===== src/rtl/rubik_io_pkg.sv =====
// Shared encodings for the software <-> hardware face/move link.
// Handshake codes, receive FSM states and default widths.
package rubik_io_pkg;

  localparam int WIDTH_DEF = 30;
  localparam int CNT_W_DEF = 8;

  localparam logic [1:0] SIG_IDLE       = 2'd0;
  localparam logic [1:0] SIG_DATA       = 2'd1;
  localparam logic [1:0] SIG_ACK        = 2'd2;
  localparam logic [1:0] SIG_START_DONE = 2'd3;

  typedef enum logic [1:0] {
    ST_IDLE = 2'd0,
    ST_RDY  = 2'd1,
    ST_ACK  = 2'd2,
    ST_DONE = 2'd3
  } rx_state_t;

endpackage


===== src/rtl/rubik_move_rx_if.sv =====
// Software handshake plus downstream valid/ready stream.
// master = software/consumer side, slave = receiver.
interface rubik_move_rx_if
  import rubik_io_pkg::*;
#(
  parameter int WIDTH = WIDTH_DEF
);

  logic [1:0]       to_hw_sig;
  logic [WIDTH-1:0] to_hw_port;
  logic [1:0]       to_sw_sig;
  logic [WIDTH-1:0] out_data;
  logic             out_valid;
  logic             out_ready;

  modport master (
    output to_hw_sig,
    output to_hw_port,
    output out_ready,
    input  to_sw_sig,
    input  out_data,
    input  out_valid
  );

  modport slave (
    input  to_hw_sig,
    input  to_hw_port,
    input  out_ready,
    output to_sw_sig,
    output out_data,
    output out_valid
  );

endinterface


===== src/rtl/sync_fifo.sv =====
// Single-clock FIFO, power-of-two depth, occupancy counter.
// Pointers wrap naturally; count separates full from empty.
module sync_fifo #(
  parameter int WIDTH = 30,
  parameter int DEPTH = 16
) (
  input  logic                     clk,
  input  logic                     rst_n,
  input  logic                     wr_en,
  input  logic [WIDTH-1:0]         wr_data,
  input  logic                     rd_en,
  output logic [WIDTH-1:0]         rd_data,
  output logic                     full,
  output logic                     empty,
  output logic [$clog2(DEPTH):0]   count
);

  localparam int AW = $clog2(DEPTH);
  localparam int CW = AW + 1;

  logic [WIDTH-1:0] mem_q [DEPTH];
  logic [AW-1:0]    wr_ptr_q, wr_ptr_d;
  logic [AW-1:0]    rd_ptr_q, rd_ptr_d;
  logic [CW-1:0]    count_q, count_d;
  logic             wr_ok, rd_ok;

  assign full    = (count_q == CW'(DEPTH));
  assign empty   = (count_q == '0);
  assign count   = count_q;
  assign rd_data = mem_q[rd_ptr_q];

  // Pointer and occupancy next-state
  always_comb begin
    wr_ok    = wr_en && !full;
    rd_ok    = rd_en && !empty;
    wr_ptr_d = wr_ptr_q;
    rd_ptr_d = rd_ptr_q;
    count_d  = count_q;
    if (wr_ok) wr_ptr_d = wr_ptr_q + AW'(1);
    if (rd_ok) rd_ptr_d = rd_ptr_q + AW'(1);
    unique case ({wr_ok, rd_ok})
      2'b10:   count_d = count_q + CW'(1);
      2'b01:   count_d = count_q - CW'(1);
      default: count_d = count_q;
    endcase
  end

  // Pointer and occupancy registers
  always_ff @(posedge clk) begin
    if (!rst_n) begin
      wr_ptr_q <= '0;
      rd_ptr_q <= '0;
      count_q  <= '0;
    end else begin
      wr_ptr_q <= wr_ptr_d;
      rd_ptr_q <= rd_ptr_d;
      count_q  <= count_d;
    end
  end

  // Storage array, contents need no reset
  always_ff @(posedge clk) begin
    if (wr_ok) mem_q[wr_ptr_q] <= wr_data;
  end

endmodule


===== src/rtl/rubik_move_rx.sv =====
// Receives a software move sequence over the 2-bit/port handshake
// and buffers each word for the downstream executor.
module rubik_move_rx
  import rubik_io_pkg::*;
#(
  parameter int WIDTH = WIDTH_DEF,
  parameter int DEPTH = 16,
  parameter int CNT_W = CNT_W_DEF
) (
  input  logic                   Clk,
  input  logic                   Reset_n,
  rubik_move_rx_if.slave         io,
  output logic [$clog2(DEPTH):0] fill,
  output logic                   busy,
  output logic                   done_pulse
);

  rx_state_t        state_q, state_d;
  logic [CNT_W-1:0] remaining_q, remaining_d;
  logic             done_pulse_q, done_pulse_d;
  logic             wr_en, rd_en;
  logic             full, empty;

  sync_fifo #(
    .WIDTH (WIDTH),
    .DEPTH (DEPTH)
  ) u_fifo (
    .clk     (Clk),
    .rst_n   (Reset_n),
    .wr_en   (wr_en),
    .wr_data (io.to_hw_port),
    .rd_en   (rd_en),
    .rd_data (io.out_data),
    .full    (full),
    .empty   (empty),
    .count   (fill)
  );

  assign io.out_valid = !empty;
  assign rd_en        = !empty && io.out_ready;
  assign busy         = (state_q != ST_IDLE);
  assign done_pulse   = done_pulse_q;

  // Handshake FSM next-state, word write and remaining count
  always_comb begin
    state_d     = state_q;
    remaining_d = remaining_q;
    wr_en       = 1'b0;
    unique case (state_q)
      ST_IDLE: begin
        if (io.to_hw_sig == SIG_START_DONE) begin
          remaining_d = io.to_hw_port[CNT_W-1:0];
          state_d = (remaining_d == '0) ? ST_DONE : ST_RDY;
        end
      end
      ST_RDY: begin
        if (io.to_hw_sig == SIG_DATA && !full) begin
          wr_en   = 1'b1;
          state_d = ST_ACK;
        end
      end
      ST_ACK: begin
        if (io.to_hw_sig == SIG_IDLE) begin
          remaining_d = remaining_q - CNT_W'(1);
          state_d = (remaining_d == '0) ? ST_DONE : ST_RDY;
        end
      end
      ST_DONE: begin
        if (io.to_hw_sig == SIG_IDLE) state_d = ST_IDLE;
      end
      default: state_d = ST_IDLE;
    endcase
    done_pulse_d = (state_d == ST_DONE) && (state_q != ST_DONE);
  end

  // Response code from registered state; RDY stalls while full
  always_comb begin
    io.to_sw_sig = SIG_IDLE;
    unique case (state_q)
      ST_IDLE: io.to_sw_sig = SIG_IDLE;
      ST_RDY:  io.to_sw_sig = full ? SIG_IDLE : SIG_DATA;
      ST_ACK:  io.to_sw_sig = SIG_ACK;
      ST_DONE: io.to_sw_sig = SIG_START_DONE;
      default: io.to_sw_sig = SIG_IDLE;
    endcase
  end

  // State, counter and done pulse registers
  always_ff @(posedge Clk) begin
    if (!Reset_n) begin
      state_q      <= ST_IDLE;
      remaining_q  <= '0;
      done_pulse_q <= 1'b0;
    end else begin
      state_q      <= state_d;
      remaining_q  <= remaining_d;
      done_pulse_q <= done_pulse_d;
    end
  end

endmodule


===== src/flat_wrapper.sv =====
// flat-port wrapper written by rule: the top's interface ports become plain ports
module rubik_move_rx_flat import rubik_io_pkg::*;
#(
  parameter int WIDTH = WIDTH_DEF,
  parameter int DEPTH = 16,
  parameter int CNT_W = CNT_W_DEF
)
  (Clk, Reset_n, fill, busy, done_pulse, io_to_hw_sig, io_to_hw_port, io_out_ready, io_to_sw_sig, io_out_data, io_out_valid);
  rubik_move_rx_if #(.WIDTH(WIDTH)) io_i ();
  input  logic Clk;
  input  logic Reset_n;
  output logic [$clog2(DEPTH):0] fill;
  output logic busy;
  output logic done_pulse;
  input wire logic [$bits(io_i.to_hw_sig)-1:0] io_to_hw_sig;
  input wire logic [$bits(io_i.to_hw_port)-1:0] io_to_hw_port;
  input wire logic [$bits(io_i.out_ready)-1:0] io_out_ready;
  output wire logic [$bits(io_i.to_sw_sig)-1:0] io_to_sw_sig;
  output wire logic [$bits(io_i.out_data)-1:0] io_out_data;
  output wire logic [$bits(io_i.out_valid)-1:0] io_out_valid;
  assign io_i.to_hw_sig = io_to_hw_sig;
  assign io_i.to_hw_port = io_to_hw_port;
  assign io_i.out_ready = io_out_ready;
  assign io_to_sw_sig = io_i.to_sw_sig;
  assign io_out_data = io_i.out_data;
  assign io_out_valid = io_i.out_valid;
  rubik_move_rx #(.WIDTH(WIDTH), .DEPTH(DEPTH), .CNT_W(CNT_W)) u_core (.Clk(Clk), .Reset_n(Reset_n), .io(io_i), .fill(fill), .busy(busy), .done_pulse(done_pulse));
endmodule

===== config.mk =====
export PLATFORM = sky130hd
export DESIGN_NAME = rubik_move_rx_flat
export DESIGN_NICKNAME = d
export VERILOG_FILES = /design/src/rtl/rubik_io_pkg.sv /design/src/rtl/rubik_move_rx_if.sv /design/src/rtl/sync_fifo.sv /design/src/rtl/rubik_move_rx.sv /design/src/flat_wrapper.sv
export SDC_FILE = /design/constraint.sdc
export NUM_CORES = 1
export LEC_CHECK = 0
export ABC_CLOCK_PERIOD_IN_PS = 9400
export CORE_UTILIZATION = 63
export DETAILED_ROUTE_END_ITERATION = 7
export GPL_TIMING_DRIVEN = 0
export PLACE_DENSITY = 0.84
export REMOVE_ABC_BUFFERS = 1
export SYNTH_ARGS = -nofsm -noshare
export SYNTH_HDL_FRONTEND = slang
export SYNTH_SLANG_ARGS = --single-unit
export TNS_END_PERCENT = 5

===== constraint.sdc =====
create_clock -name Clk -period 9.4 [get_ports Clk]
set_clock_uncertainty 0.15 [all_clocks]
set_input_delay 2.82 -clock Clk [delete_from_list [all_inputs] [get_ports Clk]]
set_output_delay 2.82 -clock Clk [all_outputs]
set_load 0.01 [all_outputs]

==> results_dict.tcl <==
set metrics [dict create \
    die_h_um 178 \
    required_ns 6.43 \
    max_stage_delay_ns 0.68 \
    vias_per_cell 6.74 \
    tightest_slew_ns 0.962 \
    place_area_um2 21400 \
    min_to "u_core.remaining_q[6]" \
    vias 9520 \
    fmax_mhz 154 \
    totalPowerFinal_mw 5.07 \
    synth-seq-cells 508 \
    drc 0 \
    clk_latency_ns 0.55 \
    syn_inst 871 \
    track_usage_pct 28.5 \
    cp_max_fo 45 \
    cts.sinks 508 \
    hold_ws_ns 0.307 \
    final_common_cell "edfxtp_1" \
    ir_drop_uv 153 \
    cts_tree "yes" \
    antennaDiodeCount 0 \
    firstDrtPassIters 5 \
    hp-class "reg -> reg" \
    antenna_left 0 \
    hpwlAfterDp_mm 24.0 \
    layout.nets 1032 \
    slew_headroom_pct 35.4 \
    ctsResizeCount 0 \
    finalWorstSetupSlack_ns 2.91 \
    dp_slack_ns 3.20 \
    min_period_ns 6.49 \
    overflow 0 \
    setup_viol 0 \
    final_cell_mix "edfxtp_1 (480), mux4_2 (150), clkdlybuf4s50_1 (74)" \
    fp-row-count 64 \
    initial_core_util_pct 64.1 \
    met3_usage_pct 5.33 \
    path_cells "buf_16, buf_16, mux4_2, mux4_2, clkdlybuf4s50_1" \
    layout-drive-gt1-share_pct 26.6 \
    post-cts-setup-buffers 0 \
    grtUsageMet1_pct 37.7 \
    rr_startpoint "u_core.state_q[1]" \
    power_leakage_nw 7.00 \
    grt_antenna_before_repair 0 \
    cts_buffer_depth 3 \
    floorplan.die_area_um2 31800 \
    cap_violations 0 \
    worst_setup_path_start_kind "flip-flop" \
    chipWidth_um 178 \
    core_area_um2 30600 \
    yosysUniqueCellTypes 47 \
    design_area_um2 22800 \
    gp_congestion 0.772 \
    syn_area_um2 19600 \
    grt_max_degree 50 \
    maxSlewViolCount 0 \
    crit_arrival_ns 3.52 \
    crit_type "reg -> out" \
    finalHoldViolations 0 \
    drt_iter0_markers 1031 \
    hold_depth 2 \
    io_buffers 74 \
    status "finished clean" \
    drt_wl_total_mm 43.6 \
    rrSetupSlack_ns 6.05 \
    top_usage_layer "met2" \
    clkSlewWorstSetupHoldPaths_ns 0.07 \
    numCtsBuffers 47 \
    powerDensity_nw_per_um2 222 \
    clockRootBuffer "clkbuf_16" \
    synth.avg_cell_area_um2 22.5 \
    worstHoldStart "u_core.remaining_q[6]" \
    rsz0062_at_grt "false" \
    pin_count 75 \
    cts_hold_buf 0 \
    grt_pass1_vias 9907 \
    crit_path_top_delay_cell "dfxtp_4" \
    endpoint_kind "output pin" \
    yosysWarnings 0 \
    met2_usage_pct 48.1 \
    avgRoutedWirePerCell_um 30.8 \
    fin_cells 1412 \
    rr_endpoint "u_core.u_fifo.mem_q[2][5]" \
    dp_cells 1332 \
    area_growth_pct 16.4 \
    final.period_utilization_pct 69.1 \
    r2r_cells 5 \
    cts_max_level 2 \
    ys_seq_area_share_pct 76.4 \
    grt_pass1_wl_mm 63.0 \
]
-- cell type report --
cell class                      count  area (µm²)
Multi-Input combinational cell    313        4510
Inverter                            8        30.0
Clock inverter                     22         218
Clock buffer                       58        1240
Sequential cell                   508       15000
Timing Repair Buffer              107        1340
Fill cell                        1575        7780
Tap cell                          396         495
-- how the worst max path moves through the flow --
| stage | from | end | slack [ns] | depth (start not counted) |
|---|---|---|---|---|
| after CTS | flip-flop | io_out_data[25] | 2.84 | 5 |
| after detailed placement | io_to_hw_sig[0] | u_core.u_fifo.count[4] | 3.20 | 11 |
| final | flip-flop | io_out_data[25] | 2.91 | 5 |
| after global routing | flip-flop | io_out_data[25] | 2.69 | 5 |
| after floorplan | flip-flop | io_out_data[0] | 0.30 | 2 |
| after global placement | flip-flop | io_out_data[6] | -2.14 | 3 |
-- state kept, by name, indices dropped and copies added (netlist names), named ones only --
register,count
u_core.done_pulse,1
u_core.u_fifo.mem_q,480
u_core.remaining_q,8
u_core.state_q,2
u_core.u_fifo.count,5
u_core.u_fifo.rd_ptr_q,4
u_core.u_fifo.wr_ptr_q,4
-- through the flow --
stage	utilization (%)	setup TNS, ns
after floorplan	-	0
after global placement	67.5	-107.00
after detailed placement	69.8	0
after CTS	74.6	0
after global routing	74.6	0
final	74.6	0
-- cell usage after synthesis, drive strengths merged --
cell type / n / area, µm²
a31oi: 3 / 18.8
a2111oi: 1 / 27.5
o221a: 1 / 11.3
dfxtp: 28 / 561
or2: 3 / 18.8
a211oi: 3 / 22.5
nor3: 8 / 40.0
a211o: 1 / 8.76
or4: 2 / 15.0
edfxtp: 480 / 14400
xnor2: 3 / 26.3
nand4: 2 / 12.5
inv: 8 / 30.0
o31ai: 1 / 7.51
o32ai: 1 / 8.76
nand3: 1 / 5.00
mux2i: 2 / 20.0
fa: 1 / 20.0
and3b: 1 / 8.76
nand2b: 4 / 25.0
nor2: 46 / 173
o21ba: 1 / 10.0
or3: 3 / 18.8
xor2: 7 / 61.3
mux4: 150 / 3380
nor4b: 2 / 17.5
nor3b: 2 / 15.0
a22oi: 1 / 7.51
a21oi: 14 / 70.1
a21o: 3 / 22.5
nor4: 2 / 18.8
nor2b: 1 / 6.26
a21boi: 1 / 7.51
or3b: 1 / 8.76
clkbuf: 23 / 86.3
nand2: 12 / 47.6
o21ai: 11 / 55.1
nand3b: 1 / 7.51
buf: 19 / 115
o22ai: 1 / 6.26
and2: 5 / 31.3
ha: 11 / 138
-- critical path: cells and delay by family (launching register included) --
kind / cells / cell delay [ns]
DFF: 1 / 0.68
muxes: 2 / 1.07
buffers and inverters: 3 / 1.15
-- routing by layer --
metal / wire length (µm) / part of all wire, %
met3: 3420 / 7.9
met4: 1290 / 3.0
met2: 22500 / 52
met1: 16300 / 37
met5: 0 / 0
-- where the power goes --
| part | internal, mW | leakage (nW) | switching, mW |
|---|---|---|---|
| registers | 2.49 | 4.54 | 0.0428 |
| clock network | 1.04 | 0.703 | 0.791 |
| logic | 0.416 | 1.75 | 0.288 |
-- cells by family after synthesis --
family	count (synthesis)	synth area share, %
xor gates and xnor gates	10	0.447
adders and majority gates	12	0.804
DFF	508	76.4
and+or+nand+nor	96	2.39
muxes	152	17.3
AOI/OAI and AO/OA	43	1.45
buffers and inverters	50	1.18
No activity file was read; power rests on OpenSTA's default activity.
